## config.mk

```make
export PLATFORM = sky130hd
export DESIGN_NAME = ddr3_pg_rr_arbiter
export DESIGN_NICKNAME = d
export VERILOG_FILES = /design/src/rtl/ddr3_pg_rr_arbiter.sv
export SDC_FILE = /design/constraint.sdc
export NUM_CORES = 1
export LEC_CHECK = 0
export CORE_AREA = 2 2 318 320
export DETAILED_ROUTE_END_ITERATION = 16
export DIE_AREA = 0 0 320 322
export GPL_ROUTABILITY_DRIVEN = 0
export SETUP_SLACK_MARGIN = 0.02
export SLEW_MARGIN = 20
export SYNTH_ARGS = -nofsm -noshare
export SYNTH_HDL_FRONTEND = slang
export SYNTH_SLANG_ARGS = --single-unit
```

## constraint.sdc

```tcl
create_clock -name clk -period 2 [get_ports clk]
set_input_delay 0.3 -clock clk [delete_from_list [all_inputs] [get_ports clk]]
set_output_delay 0.3 -clock clk [all_outputs]
set_load 0.02 [all_outputs]
```

## src/rtl/ddr3_pg_rr_arbiter.sv

```systemverilog
`default_nettype none
// ============================================================================
// Module   : ddr3_pg_rr_arbiter
// Purpose  : Round-robin arbiter granting one of four page-transfer requesters
//            access to a shared DDR3 page transfer engine, with ack timeout.
// Revision : 1.0 - initial release
// ============================================================================
module ddr3_pg_rr_arbiter #(
    parameter int          N_PORTS        = 4,
    parameter logic [15:0] TIMEOUT_CYCLES = 16'd50000
) (
    input  logic                      clk,
    input  logic                      rst,
    input  logic [N_PORTS-1:0]        port_pg_req,
    input  logic [N_PORTS-1:0]        port_pg_optype,
    input  logic [N_PORTS-1:0][27:0]  port_pg_req_addr,
    input  logic [N_PORTS-1:0][127:0] port_dpram_dout,
    input  logic [N_PORTS-1:0]        port_en,
    output logic [N_PORTS-1:0]        port_pg_ack,
    output logic [N_PORTS-1:0]        port_dpram_wren,
    output logic                      ddr3_pg_req,
    output logic                      ddr3_pg_optype,
    output logic [27:0]               ddr3_pg_req_addr,
    output logic [127:0]              ddr3_dpram_dout,
    input  logic                      ddr3_pg_ack,
    input  logic                      ddr3_dpram_wren,
    output logic [1:0]                cur_idx,
    output logic                      busy,
    output logic                      timeout_pulse,
    output logic                      timeout_sticky,
    input  logic                      timeout_clr
);

    localparam int IDX_W = 2;

    typedef enum logic [1:0] {
        S_REQ_WAIT   = 2'd0,
        S_PG_REQ     = 2'd1,
        S_CLEAR_WAIT = 2'd2
    } state_t;

    state_t               state_q, state_d;
    logic [N_PORTS-1:0]   req_meta_q;
    logic [N_PORTS-1:0]   req_s_q;
    logic [IDX_W-1:0]     cur_idx_q, cur_idx_d;
    logic [IDX_W-1:0]     rr_ptr_q, rr_ptr_d;
    logic [15:0]          cnt_q, cnt_d;
    logic                 pg_req_q, pg_req_d;
    logic                 aborted_q, aborted_d;
    logic [N_PORTS-1:0]   ack_q, ack_d;
    logic                 tmo_pulse_q, tmo_d;
    logic                 tmo_sticky_q, tmo_sticky_d;

    logic                 busy_w;
    logic                 win_found;
    logic [IDX_W-1:0]     win_idx;
    logic [IDX_W-1:0]     cand;

    assign busy_w = (state_q != S_REQ_WAIT);

    // Request levels come from other clock domains.
    always_ff @(posedge clk or posedge rst) begin
        if (rst) begin
            req_meta_q <= '0;
            req_s_q    <= '0;
        end else begin
            req_meta_q <= port_pg_req;
            req_s_q    <= req_meta_q;
        end
    end

    // Scan from the highest offset down so the lowest offset from rr_ptr wins.
    always_comb begin
        win_found = 1'b0;
        win_idx   = rr_ptr_q;
        cand      = '0;
        for (int k = N_PORTS - 1; k >= 0; k--) begin
            cand = rr_ptr_q + IDX_W'(k);
            if (req_s_q[cand] && port_en[cand]) begin
                win_found = 1'b1;
                win_idx   = cand;
            end
        end
    end

    always_comb begin
        state_d   = state_q;
        cur_idx_d = cur_idx_q;
        rr_ptr_d  = rr_ptr_q;
        cnt_d     = cnt_q;
        pg_req_d  = pg_req_q;
        aborted_d = aborted_q;
        tmo_d     = 1'b0;
        case (state_q)
            S_REQ_WAIT: begin
                pg_req_d = 1'b0;
                if (win_found) begin
                    cur_idx_d = win_idx;
                    pg_req_d  = 1'b1;
                    cnt_d     = '0;
                    state_d   = S_PG_REQ;
                end
            end
            S_PG_REQ: begin
                pg_req_d = 1'b1;
                if (cnt_q != 16'hFFFF) begin
                    cnt_d = cnt_q + 16'd1;
                end
                // Ack takes priority over a coincident timeout.
                if (ddr3_pg_ack) begin
                    state_d = S_CLEAR_WAIT;
                end else if (cnt_q == TIMEOUT_CYCLES - 16'd1) begin
                    pg_req_d  = 1'b0;
                    tmo_d     = 1'b1;
                    aborted_d = 1'b1;
                    state_d   = S_CLEAR_WAIT;
                end
            end
            S_CLEAR_WAIT: begin
                pg_req_d = req_s_q[cur_idx_q] && !aborted_q;
                if (!req_s_q[cur_idx_q] && !pg_req_q && !ddr3_pg_ack) begin
                    pg_req_d  = 1'b0;
                    rr_ptr_d  = cur_idx_q + IDX_W'(1);
                    aborted_d = 1'b0;
                    state_d   = S_REQ_WAIT;
                end
            end
            default: begin
                pg_req_d  = 1'b0;
                aborted_d = 1'b0;
                state_d   = S_REQ_WAIT;
            end
        endcase
    end

    always_comb begin
        ack_d = '0;
        for (int i = 0; i < N_PORTS; i++) begin
            ack_d[i] = ddr3_pg_ack && (cur_idx_q == IDX_W'(i)) && busy_w;
        end
    end

    // A new timeout overrides a simultaneous clear.
    assign tmo_sticky_d = tmo_d ? 1'b1 : (timeout_clr ? 1'b0 : tmo_sticky_q);

    always_ff @(posedge clk or posedge rst) begin
        if (rst) begin
            state_q      <= S_REQ_WAIT;
            cur_idx_q    <= '0;
            rr_ptr_q     <= '0;
            cnt_q        <= '0;
            pg_req_q     <= 1'b0;
            aborted_q    <= 1'b0;
            ack_q        <= '0;
            tmo_pulse_q  <= 1'b0;
            tmo_sticky_q <= 1'b0;
        end else begin
            state_q      <= state_d;
            cur_idx_q    <= cur_idx_d;
            rr_ptr_q     <= rr_ptr_d;
            cnt_q        <= cnt_d;
            pg_req_q     <= pg_req_d;
            aborted_q    <= aborted_d;
            ack_q        <= ack_d;
            tmo_pulse_q  <= tmo_d;
            tmo_sticky_q <= tmo_sticky_d;
        end
    end

    always_comb begin
        port_dpram_wren = '0;
        for (int i = 0; i < N_PORTS; i++) begin
            port_dpram_wren[i] = ddr3_dpram_wren && (cur_idx_q == IDX_W'(i)) && busy_w;
        end
    end

    assign ddr3_pg_optype   = port_pg_optype[cur_idx_q];
    assign ddr3_pg_req_addr = port_pg_req_addr[cur_idx_q];
    assign ddr3_dpram_dout  = port_dpram_dout[cur_idx_q];

    assign port_pg_ack    = ack_q;
    assign ddr3_pg_req    = pg_req_q;
    assign cur_idx        = cur_idx_q;
    assign busy           = busy_w;
    assign timeout_pulse  = tmo_pulse_q;
    assign timeout_sticky = tmo_sticky_q;

endmodule
`default_nettype wire

```

==> metrics.log, run 1 <==
[metrics] most common cell type on the critical path: buf_12
[metrics] PortBufs: 811
[metrics] average wire per cell in the routed design: 27.14 um
[metrics] HPWL Detailed: 61800 um
[metrics] cell with the most instances after synthesis: mux4_2
[metrics] total via count in the routed design: 8451
[metrics] number of distinct library cells after synthesis: 54
[metrics] minimum clock period: 2.308 ns
[metrics] Seq cells post-synth: 38
[metrics] kind of path behind the tightest hold check: register to register
[metrics] Total Negative Setup Slacks: -33.34 ns
[metrics] Final nets: 1885
[metrics] worst-skew pair later-pin latency: 0.29 ns
[metrics] share of the core filled with cells: 0.1680
[metrics] Least-Margin Pin Slew: 0.5461 ns
[metrics] CP endpoint: ddr3_dpram_dout[45]
[metrics] final-layout worst hold slack: 0.3475 ns
[metrics] count of TritonRoute iterations in the first routing pass: 5
[metrics] post-route fraction of the period consumed by the critical path: 1.154
[metrics] sum of routed wire length over all layers: 69080 um
[metrics] Mapped Area: 5649 um^2
[metrics] non-filler cells, final: 2545
[metrics] Hold Vio Cnt, Final: 0
[metrics] Die Height: 322 um
[metrics] largest cells by area after synthesis: mux4_2, dfrtp_1, buf_2, ha_1, and3_1
[metrics] hold-fix buffers at CTS: 0
[metrics] total die area: 103000 um^2
[metrics] DRC viols: 0
[metrics] wire length of the first global-routing pass: 84910 um
[metrics] startpoint of the most critical register-to-register path: cur_idx[0]
[metrics] endpoint type of the worst setup path: primary output
[metrics] count of warnings emitted by yosys: 0
[metrics] worst-case clock buffer depth: 2
[metrics] Setup crit start kind: register
[metrics] per-cell via count in the routed design: 3.321
[metrics] result of the run: finished, violations left
[metrics] required time of the worst setup path: 1.70 ns
[metrics] area share of the leading cell type in the synthesized netlist: 0.6299
[metrics] number of fill cells: 11030
[metrics] area grow syn2layout: 196.1%
[metrics] initial core utilization: 0.05674
[metrics] Crit-path slowest cell: mux4_2
[metrics] Core Rows: 116
[metrics] vias in the first global route: 8737
[metrics] sequential-to-total area share from yosys stat: 0.1683
[metrics] clock net sink count: 38
[metrics] largest net degree at the start of global routing: 39
[metrics] arrival time at the worst endpoint: 2.01 ns
[metrics] cell taking the most area after synthesis: mux4_2
[metrics] path depth of the worst reg2reg path: 9
[metrics] worst slew margin relative to its limit: 0.6359
[metrics] Async S/R FF share, synth: 1.000
[metrics] Iter 0 DRT Violations: 578
[metrics] LEAKAGE: 6.006 nW
[metrics] reg-to-reg endpoint: rr_ptr_q[0]
[metrics] final setup slack of the worst path: -0.3085 ns
[metrics] crit path from: cur_idx[0]
[metrics] maximum vdd ir drop: 500.1 uV
[metrics] core outline area: 99570 um^2
[metrics] count of pins over their slew limit: 0
[metrics] count of H-tree levels built during CTS: 2
[metrics] RSZ-0062 raised after global routing: yes
[metrics] highest cell delay on the worst timing path: 0.57 ns
[metrics] Synth Flop Type: dfrtp_1
[metrics] Bufs and invs on worst path: 4
[metrics] clock-pin transition on the worst setup and hold timing paths: 0.07 ns
[metrics] startpoint-to-endpoint class of the critical path: register to primary output
[metrics] Place WS: -0.3495 ns
[metrics] Max FO, Critical Path: 7
[metrics] number of failing setup endpoints in the final timing report: 165
[metrics] antenna violation net count after detailed routing: 0
[metrics] failing checks: negative setup slack
[metrics] CP top delay family: buffers and inverters
[metrics] number of flops mapped to enable cells by yosys: 0
[metrics] total of max-cap violations: 0
[metrics] number of nets in the synthesized netlist: 1020
[metrics] TritonCTS clock tree: done
[metrics] areal power density over the cells: 1156 nW/um^2
[metrics] Synth top cells by count: mux4_2, dfrtp_1, buf_2, nand2_1
[metrics] worst-case clock skew: 0.01579 ns
[metrics] fmax: 0.4332 GHz
[metrics] number of antenna violations at the first check in global routing: 50
[metrics] Boundary Pins: 812
[metrics] layout cells sized above 1: 0.3540
[metrics] Avg Inst Size Synth: 15.10 um^2
[metrics] Root Buffer: clkbuf_16
[metrics] Syn Inst Count: 374
[metrics] critical hold path startpoint: req_meta_q[1]
[metrics] CTS buffer count: 5
[metrics] Placed Instances: 2509
[metrics] ordered cell list for the critical path: buf_4 > buf_12 > buf_12 > mux4_2 > buf_6
[metrics] r2r setup slk: -0.17 ns
[metrics] remaining global-route overflow: 0
[metrics] GRT Resource Usage Total: 0.1247
[metrics] Die X: 320 um
[metrics] cell depth of the worst setup path: 5
## cell families (layout without fill, tap and decap cells)
family	after synthesis	in the layout	share of synthesized area
mux	163	163	0.6390
simple gates	66	66	0.07353
buf+inv	51	917	0.04363
compound gates	50	50	0.06290
flops	38	38	0.1683
fa+ha+maj	5	5	0.01107
xor+xnor	1	1	0.001551
other cells	0	7	0
## per-stage QoR
stage                     area [um^2]  total power [mW]
after floorplan                  5652             8.575
after global placement          15710             16.45
final                           16730             19.35
after detailed placement        15710             16.42
after global routing            16720             20.31
after CTS                       15980             17.89
## cell usage in the layout (no fill, tap or decap), types with 3 or more instances in the layout
| master | netlist | routed |
|---|---|---|
| a21oi_1 | 9 | 9 |
| and3_1 | 9 | 6 |
| and3_4 | 0 | 3 |
| buf_12 | 0 | 19 |
| buf_16 | 0 | 5 |
| buf_2 | 23 | 17 |
| buf_4 | 1 | 37 |
| buf_6 | 3 | 150 |
| buf_8 | 0 | 16 |
| clkbuf_16 | 0 | 7 |
| clkbuf_2 | 0 | 3 |
| clkdlybuf4s50_1 | 0 | 646 |
| dfrtp_1 | 38 | 36 |
| diode_2 | 0 | 7 |
| dlymetal6s2s_1 | 0 | 3 |
| ha_4 | 0 | 3 |
| inv_1 | 10 | 9 |
| mux2i_1 | 4 | 4 |
| mux4_2 | 158 | 158 |
| nand2_1 | 12 | 11 |
| nand2b_1 | 5 | 5 |
| nand3_1 | 7 | 7 |
| nand4_1 | 3 | 3 |
| nor2_1 | 3 | 3 |
| nor3_1 | 5 | 4 |
| o21ai_0 | 8 | 7 |
| o21ai_1 | 2 | 3 |
| o22ai_1 | 4 | 4 |
| o31ai_1 | 5 | 5 |
| or3_1 | 3 | 3 |
| or4_1 | 4 | 4 |
## registers in the layout, summed over array words and instances (netlist names)
signal and cells:
req_s_q 4, rr_ptr_q 2, timeout_sticky 1, cur_idx 2
aborted_q 1, req_meta_q 4, cnt_q 16, state_q 2
ddr3_pg_req 1, port_pg_ack 4, timeout_pulse 1
## per-layer routing
metal | track usage | wire length, um
met5 | 0 | 388
met4 | 0.02170 | 1656
met3 | 0.07338 | 10270
met2 | 0.2010 | 31180
met1 | 0.1432 | 25590
## power by group
group,total [mW],leakage [nW],switching (mW),internal (mW)
registers,1.05,0.490,0.140,0.909
logic,17.4,5.43,8.15,9.22
clock network,0.927,0.0836,0.342,0.585
total,19.3,6.01,8.63,10.7
## area by class of cell
class,instances,area (um^2),area share
tap,1298,1624,0.09708
sequential,38,958.4,0.05729
multi-input combinational,285,4536,0.2711
clock inverter,3,40.04,0.002393
antenna,7,17.52,0.001047
timing repair buffer,899,9389,0.5612
inverter,10,40.04,0.002393
clock buffer,5,125.1,0.007479
## worst min path at each step
stage | end | cells after the start | slack [ns]
finish | req_s_q[1] | 0 | 0.35
global route | req_s_q[2] | 0 | 0.35
CTS | req_s_q[1] | 0 | 0.35
detailed placement | req_s_q[1] | 0 | 0.34
global placement | req_s_q[3] | 0 | 0.33
floorplan | req_s_q[0] | 0 | 0.33
## repair_timing
action | in CTS | in global routing
pin swaps | 0 | 2
buffers inserted | 6 | 12
resized for setup | 579 | 247
endpoints found under the setup margin | 167 | 169
cloned | 4 | 2
(Power assumes the default switching activity.)
==> inputs of run 2 (changes only) <==
Settings changed: SLEW_MARGIN 20 to not set.
Clock period 2 ns to 2.35 ns, I/O delays scaled along.
==> run 2 against run 1 <==
The run still ends with negative setup slack left. Clock power decreased by 26%. Critical path depth up 1. Clock-buffer cell count is 1 higher. Sequential power decreased by 15%. Final cell count shrank 0.55%. Sequential share of layout area increased by 0.27 points. Worst hold slack got worse by 0.0010 ns. Via count is 2.0% lower. Sequential cell count stayed put. First-iteration DRC count decreased by 8.1%. Setup slack better by 0.28 ns. Critical path type unchanged. Highest routed layer unchanged.
==> metrics.log, run 2 (synthesis results as in run 1) <==
[metrics] result of the run: finished, violations left
[metrics] failing checks: negative setup slack
[metrics] internal power contribution: 7.752 mW
[metrics] worst slew margin relative to its limit: 0.6682
[metrics] final setup slack of the worst path: -0.02867 ns
[metrics] Root Buffer: clkbuf_16
[metrics] top register by number of flip-flops: cnt_q
[metrics] worst-case clock skew: 0.006896 ns
[metrics] most used cells in the layout excluding fill and tap cells: clkdlybuf4s50_1, mux4_2, buf_2
[metrics] antenna violation net count after detailed routing: 0
[metrics] Setup crit start kind: register
[metrics] wire length of the first global-routing pass: 81400 um
[metrics] r2r setup slk: 0.15 ns
[metrics] ordered cell list for the critical path: buf_12 > buf_12 > buf_8 > buf_6 > mux4_2 > buf_8
[metrics] Max FO, Critical Path: 8
[metrics] net switching share of the total power: 0.4668
[metrics] clock-pin transition on the worst setup and hold timing paths: 0.06 ns
[metrics] non-filler cells, final: 2531
[metrics] reg-to-reg endpoint: aborted_q
[metrics] Global Route met1 Usage: 0.1345
[metrics] LEAKAGE: 5.648 nW
[metrics] share of the core filled with cells: 0.1606
[metrics] GRT Resource Usage Total: 0.1191
[metrics] core outline area: 99570 um^2
[metrics] global route hottest layer: met2
[metrics] Least-Margin Pin Slew: 0.4978 ns
[metrics] instance area after placement: 15620 um^2
[metrics] remaining global-route overflow: 0
[metrics] max FFs per register: 16
[metrics] Final nets: 1865
[metrics] portion of total power attributed to the clock network: 0.047
[metrics] minimum clock period: 2.379 ns
[metrics] met3 usage: 0.06916
[metrics] endpoint type of the worst setup path: primary output
[metrics] layout cells sized above 1: 0.3205
[metrics] total die area: 103000 um^2
[metrics] sum of routed wire length over all layers: 65180 um
[metrics] met2 demand-to-capacity share in global routing: 0.1869
[metrics] hold-critical path endpoint: req_s_q[2]
[metrics] path depth of the worst reg2reg path: 8
[metrics] Place WS: -0.1060 ns
[metrics] critical hold path startpoint: req_meta_q[2]
[metrics] Die Height: 322 um
[metrics] relative contribution of sequential cells to total power: 0.061
[metrics] startpoint-to-endpoint class of the critical path: register to primary output
[metrics] PortBufs: 811
[metrics] required time of the worst setup path: 2.00 ns
[metrics] per-cell via count in the routed design: 3.272
[metrics] Core Rows: 116
[metrics] worst-skew pair later-pin latency: 0.29 ns
[metrics] highest cell delay on the worst timing path: 0.51 ns
[metrics] fmax: 0.4204 GHz
[metrics] Total Negative Setup Slacks: -0.07219 ns
[metrics] Final Total Pwr: 14.54 mW
[metrics] DRC viols: 0
[metrics] clock net sink count: 38
[metrics] kind of path behind the tightest hold check: register to register
[metrics] TritonCTS clock tree: done
[metrics] number of antenna violations at the first check in global routing: 55
[metrics] count of H-tree levels built during CTS: 2
[metrics] Crit-path slowest cell: dfrtp_4
[metrics] Iter 0 DRT Violations: 531
[metrics] Hold Vio Cnt, Final: 0
[metrics] final-layout worst hold slack: 0.3464 ns
[metrics] share of total power in combinational logic: 0.892
[metrics] areal power density over the cells: 909.3 nW/um^2
[metrics] HPWL Detailed: 59200 um
[metrics] area of all placed cells without fillers: 15990 um^2
[metrics] arrival time at the worst endpoint: 2.03 ns
[metrics] largest net degree at the start of global routing: 39
[metrics] number of failing setup endpoints in the final timing report: 5
[metrics] post-route fraction of the period consumed by the critical path: 1.012
[metrics] initial core utilization: 0.05674
[metrics] Sw Pwr: 6.786 mW
[metrics] vias in the first global route: 8694
[metrics] count of TritonRoute iterations in the first routing pass: 5
[metrics] Placed Instances: 2490
[metrics] maximum vdd ir drop: 385.0 uV
[metrics] total via count in the routed design: 8281
[metrics] Hold Path Depth: 0
[metrics] startpoint of the most critical register-to-register path: cur_idx[0]
[metrics] average wire per cell in the routed design: 25.75 um
[metrics] most common library cell in the layout ignoring fill and taps: clkdlybuf4s50_1
[metrics] Boundary Pins: 812
[metrics] area grow syn2layout: 183.0%
[metrics] worst-case clock buffer depth: 2
[metrics] count of pins over their slew limit: 0
[metrics] CTS buffer count: 5
[metrics] Die X: 320 um
[metrics] RSZ-0062 raised after global routing: yes
[metrics] total of max-cap violations: 0
## run 2: what timing repair did
action / CTS / global route
setup endpoints to repair: 158 / 110
setup buffers: 14 / 4
hold buffers: 0 / 0
gates cloned: 5 / 0
gates resized for setup: 423 / 61
## run 2: power groups by stage
stage               Sequential, mW  Combinational [mW]  Clock, mW
CTS                          0.886                13.4      0.703
floorplan                    0.900                6.40          0
finish                       0.889                13.0      0.684
global placement             0.896                13.0          0
detailed placement           0.900                13.0          0
global route                 0.904                13.7      0.723
## run 2: critical path: cells and delay by family (launching register included)
family / cells / cell delay, ns
muxes: 1 / 0.49
buffers and inverters: 5 / 0.72
DFF: 1 / 0.51
## run 2: worst max-delay path by stage
stage                         start                   end  slack, ns  cells after the start
2_1_floorplan            cur_idx[1]    port_dpram_wren[1]       0.28                      6
3_3_place_gp   port_dpram_dout[227]   ddr3_dpram_dout[99]      -0.13                      3
3_5_place_dp   port_dpram_dout[227]   ddr3_dpram_dout[99]      -0.11                      3
4_1_cts                  cur_idx[0]  ddr3_pg_req_addr[16]      -0.06                      6
5_1_grt                  cur_idx[0]        ddr3_pg_optype      -0.08                      6
6_report                 cur_idx[0]        ddr3_pg_optype      -0.03                      6
## run 2: layer usage
metal  part of all wire  routed length [um]
met5             0.0067                 435
met4              0.035                2250
met3               0.14                9152
met2               0.45               29240
met1               0.37               24100
## run 2: cell type report
| cell class | count | area (um^2) |
|---|---|---|
| Fill cell | 11100 | 83580 |
| Timing Repair Buffer | 879 | 8725 |
| Multi-Input combinational cell | 285 | 4461 |
| Tap cell | 1298 | 1624 |
| Sequential cell | 38 | 958.4 |
| Clock buffer | 6 | 138.9 |
| Inverter | 10 | 37.54 |
| Antenna cell | 13 | 32.53 |
| Clock inverter | 2 | 12.51 |
==> inputs of run 3 (changes only) <==
Clock period 2.35 ns to 2.24 ns, I/O delays scaled along.
==> run 3 against run 2 <==
The flow still finishes with violations (negative setup slack). Clock power grew 16%. Sequential cell count is the same. Routed wire length grew 1.6%. Sequential share of layout area shrank 0.14 points. Clock skew is essentially flat. Die area is the same. Power grew 13%. Critical path depth is the same. Highest routed layer unchanged.
==> metrics.log, run 3 (synthesis results as in run 1) <==
[metrics] most common library cell in the layout ignoring fill and taps: clkdlybuf4s50_1
[metrics] failing checks: negative setup slack
[metrics] Max FO, Critical Path: 7
[metrics] non-filler cells, final: 2540
[metrics] LEAKAGE: 5.866 nW
[metrics] total of max-cap violations: 0
[metrics] sum of routed wire length over all layers: 66240 um
[metrics] remaining global-route overflow: 0
[metrics] GRT Resource Usage Total: 0.1171
[metrics] total via count in the routed design: 8358
[metrics] r2r setup slk: 0.14 ns
[metrics] share of the core filled with cells: 0.1644
[metrics] clock net sink count: 38
[metrics] antenna violation net count after detailed routing: 0
[metrics] count of H-tree levels built during CTS: 2
[metrics] Die X: 320 um
[metrics] number of failing setup endpoints in the final timing report: 65
[metrics] PortBufs: 811
[metrics] final-layout worst hold slack: 0.3471 ns
[metrics] total die area: 103000 um^2
[metrics] post-route fraction of the period consumed by the critical path: 1.052
[metrics] required time of the worst setup path: 1.90 ns
[metrics] DRC viols: 0
[metrics] final setup slack of the worst path: -0.1162 ns
[metrics] Hold Vio Cnt, Final: 0
[metrics] HPWL Detailed: 59020 um
[metrics] instance area after placement: 15660 um^2
[metrics] hold-fix buffers at CTS: 0
[metrics] count of TritonRoute iterations in the first routing pass: 5
[metrics] Least-Margin Pin Slew: 0.4923 ns
[metrics] CTS buffer count: 5
[metrics] worst-case clock buffer depth: 2
[metrics] Core Rows: 116
[metrics] initial core utilization: 0.05674
[metrics] maximum vdd ir drop: 488.3 uV
[metrics] area of all placed cells without fillers: 16360 um^2
[metrics] Root Buffer: clkbuf_16
[metrics] kind of path behind the tightest hold check: register to register
[metrics] per-cell via count in the routed design: 3.291
[metrics] max FFs per register: 16
[metrics] areal power density over the cells: 1003 nW/um^2
[metrics] count of pins over their slew limit: 0
[metrics] Final nets: 1875
[metrics] Die Height: 322 um
[metrics] wire length of the first global-routing pass: 80490 um
[metrics] minimum clock period: 2.356 ns
[metrics] TritonCTS clock tree: done
[metrics] area grow syn2layout: 189.7%
[metrics] worst-skew pair later-pin latency: 0.28 ns
[metrics] startpoint-to-endpoint class of the critical path: register to primary output
[metrics] Setup crit start kind: register
[metrics] core outline area: 99570 um^2
[metrics] number of antenna violations at the first check in global routing: 57
[metrics] worst-case clock skew: 0.006948 ns
[metrics] number of fill cells: 11060
[metrics] arrival time at the worst endpoint: 2.02 ns
[metrics] endpoint type of the worst setup path: primary output
[metrics] fmax: 0.4244 GHz
[metrics] Boundary Pins: 812
[metrics] worst slew margin relative to its limit: 0.6718
[metrics] layout cells sized above 1: 0.3374
[metrics] result of the run: finished, violations left
[metrics] RSZ-0062 raised after global routing: yes
[metrics] largest net degree at the start of global routing: 39
[metrics] average wire per cell in the routed design: 26.08 um
[metrics] top register by number of flip-flops: cnt_q
[metrics] Placed Instances: 2492
[metrics] vias in the first global route: 8590
[metrics] Iter 0 DRT Violations: 576
[metrics] clock-pin transition on the worst setup and hold timing paths: 0.06 ns
[metrics] most used cells in the layout excluding fill and tap cells: clkdlybuf4s50_1, mux4_2, buf_6
run 3: cell types whose count changed in the layout (fill, tap and decap cells not counted), moves of 7 or more:
cell             before  now
clkdlybuf4s15_2      43    0
clkbuf_2             15   22
dlygate4sd2_1        14    1
buf_12               15   22
buf_2                53   33
buf_6                30  108
buf_4                40   31
run 3: critical path, stage by stage (launching register included):
cell	delay (ns)
dfrtp_4	0.51
buf_12	0.15
clkbuf_16	0.19
buf_8	0.14
clkbuf_16	0.16
mux4_2	0.44
buf_6	0.15
run 3: layout make-up:
type | count | area, um^2 | share of cell area
inverter | 10 | 37.54 | 0.002294
tap | 1298 | 1624 | 0.09924
antenna | 12 | 30.03 | 0.001835
clock inverter | 3 | 40.04 | 0.002447
sequential | 38 | 958.4 | 0.05857
timing repair buffer | 889 | 9097 | 0.5559
multi-input combinational | 285 | 4452 | 0.2720
clock buffer | 5 | 125.1 | 0.007646
run 3: final timing paths:
| path | start | to | cells after the start |
|---|---|---|---|
| setup / recovery | cur_idx[0] | ddr3_dpram_dout[31] | 6 |
| hold / removal | req_meta_q[0] | req_s_q[0] | 0 |
| setup reg to reg | cur_idx[0] | rr_ptr_q[1] | 8 |
| hold reg to reg | req_meta_q[0] | req_s_q[0] | 0 |
| max in group asynchronous | rst | cur_idx[0] | 3 |
| min in group asynchronous | rst | req_meta_q[3] | 3 |
run 3: power breakdown:
group          switching, mW  internal, mW  leakage, nW
clock                  0.272         0.521       0.0836
sequential             0.113         0.812        0.490
combinational           6.93          7.77         5.29
total                   7.31          9.10         5.87
run 3: per-stage QoR:
step	TNS, ns	setup slack [ns]	total power [mW]
after global routing	-8.598	-0.1724	17.29
after global placement	-5.702	-0.1231	14.52
after detailed placement	-6.406	-0.1380	14.52
final	-3.412	-0.1162	16.42
after floorplan	0	0.1890	7.653
after CTS	-12.39	-0.2045	14.96
run 3: what timing repair did:
action	in CTS	in global routing
pin swaps	0	0
gates resized for setup	296	422
buffers inserted	7	14
endpoints found under the hold margin	0	0
endpoints found under the setup margin	157	151
gates cloned	1	6
run 3: per-layer routing:
metal | up-vias | track usage | share of wire
met5 | - | 0 | 0.0055
met4 | 58 | 0.02900 | 0.028
met3 | 113 | 0.05841 | 0.12
met2 | 609 | 0.1877 | 0.45
met1 | 4143 | 0.1388 | 0.40
li1 | 3435 | - | -
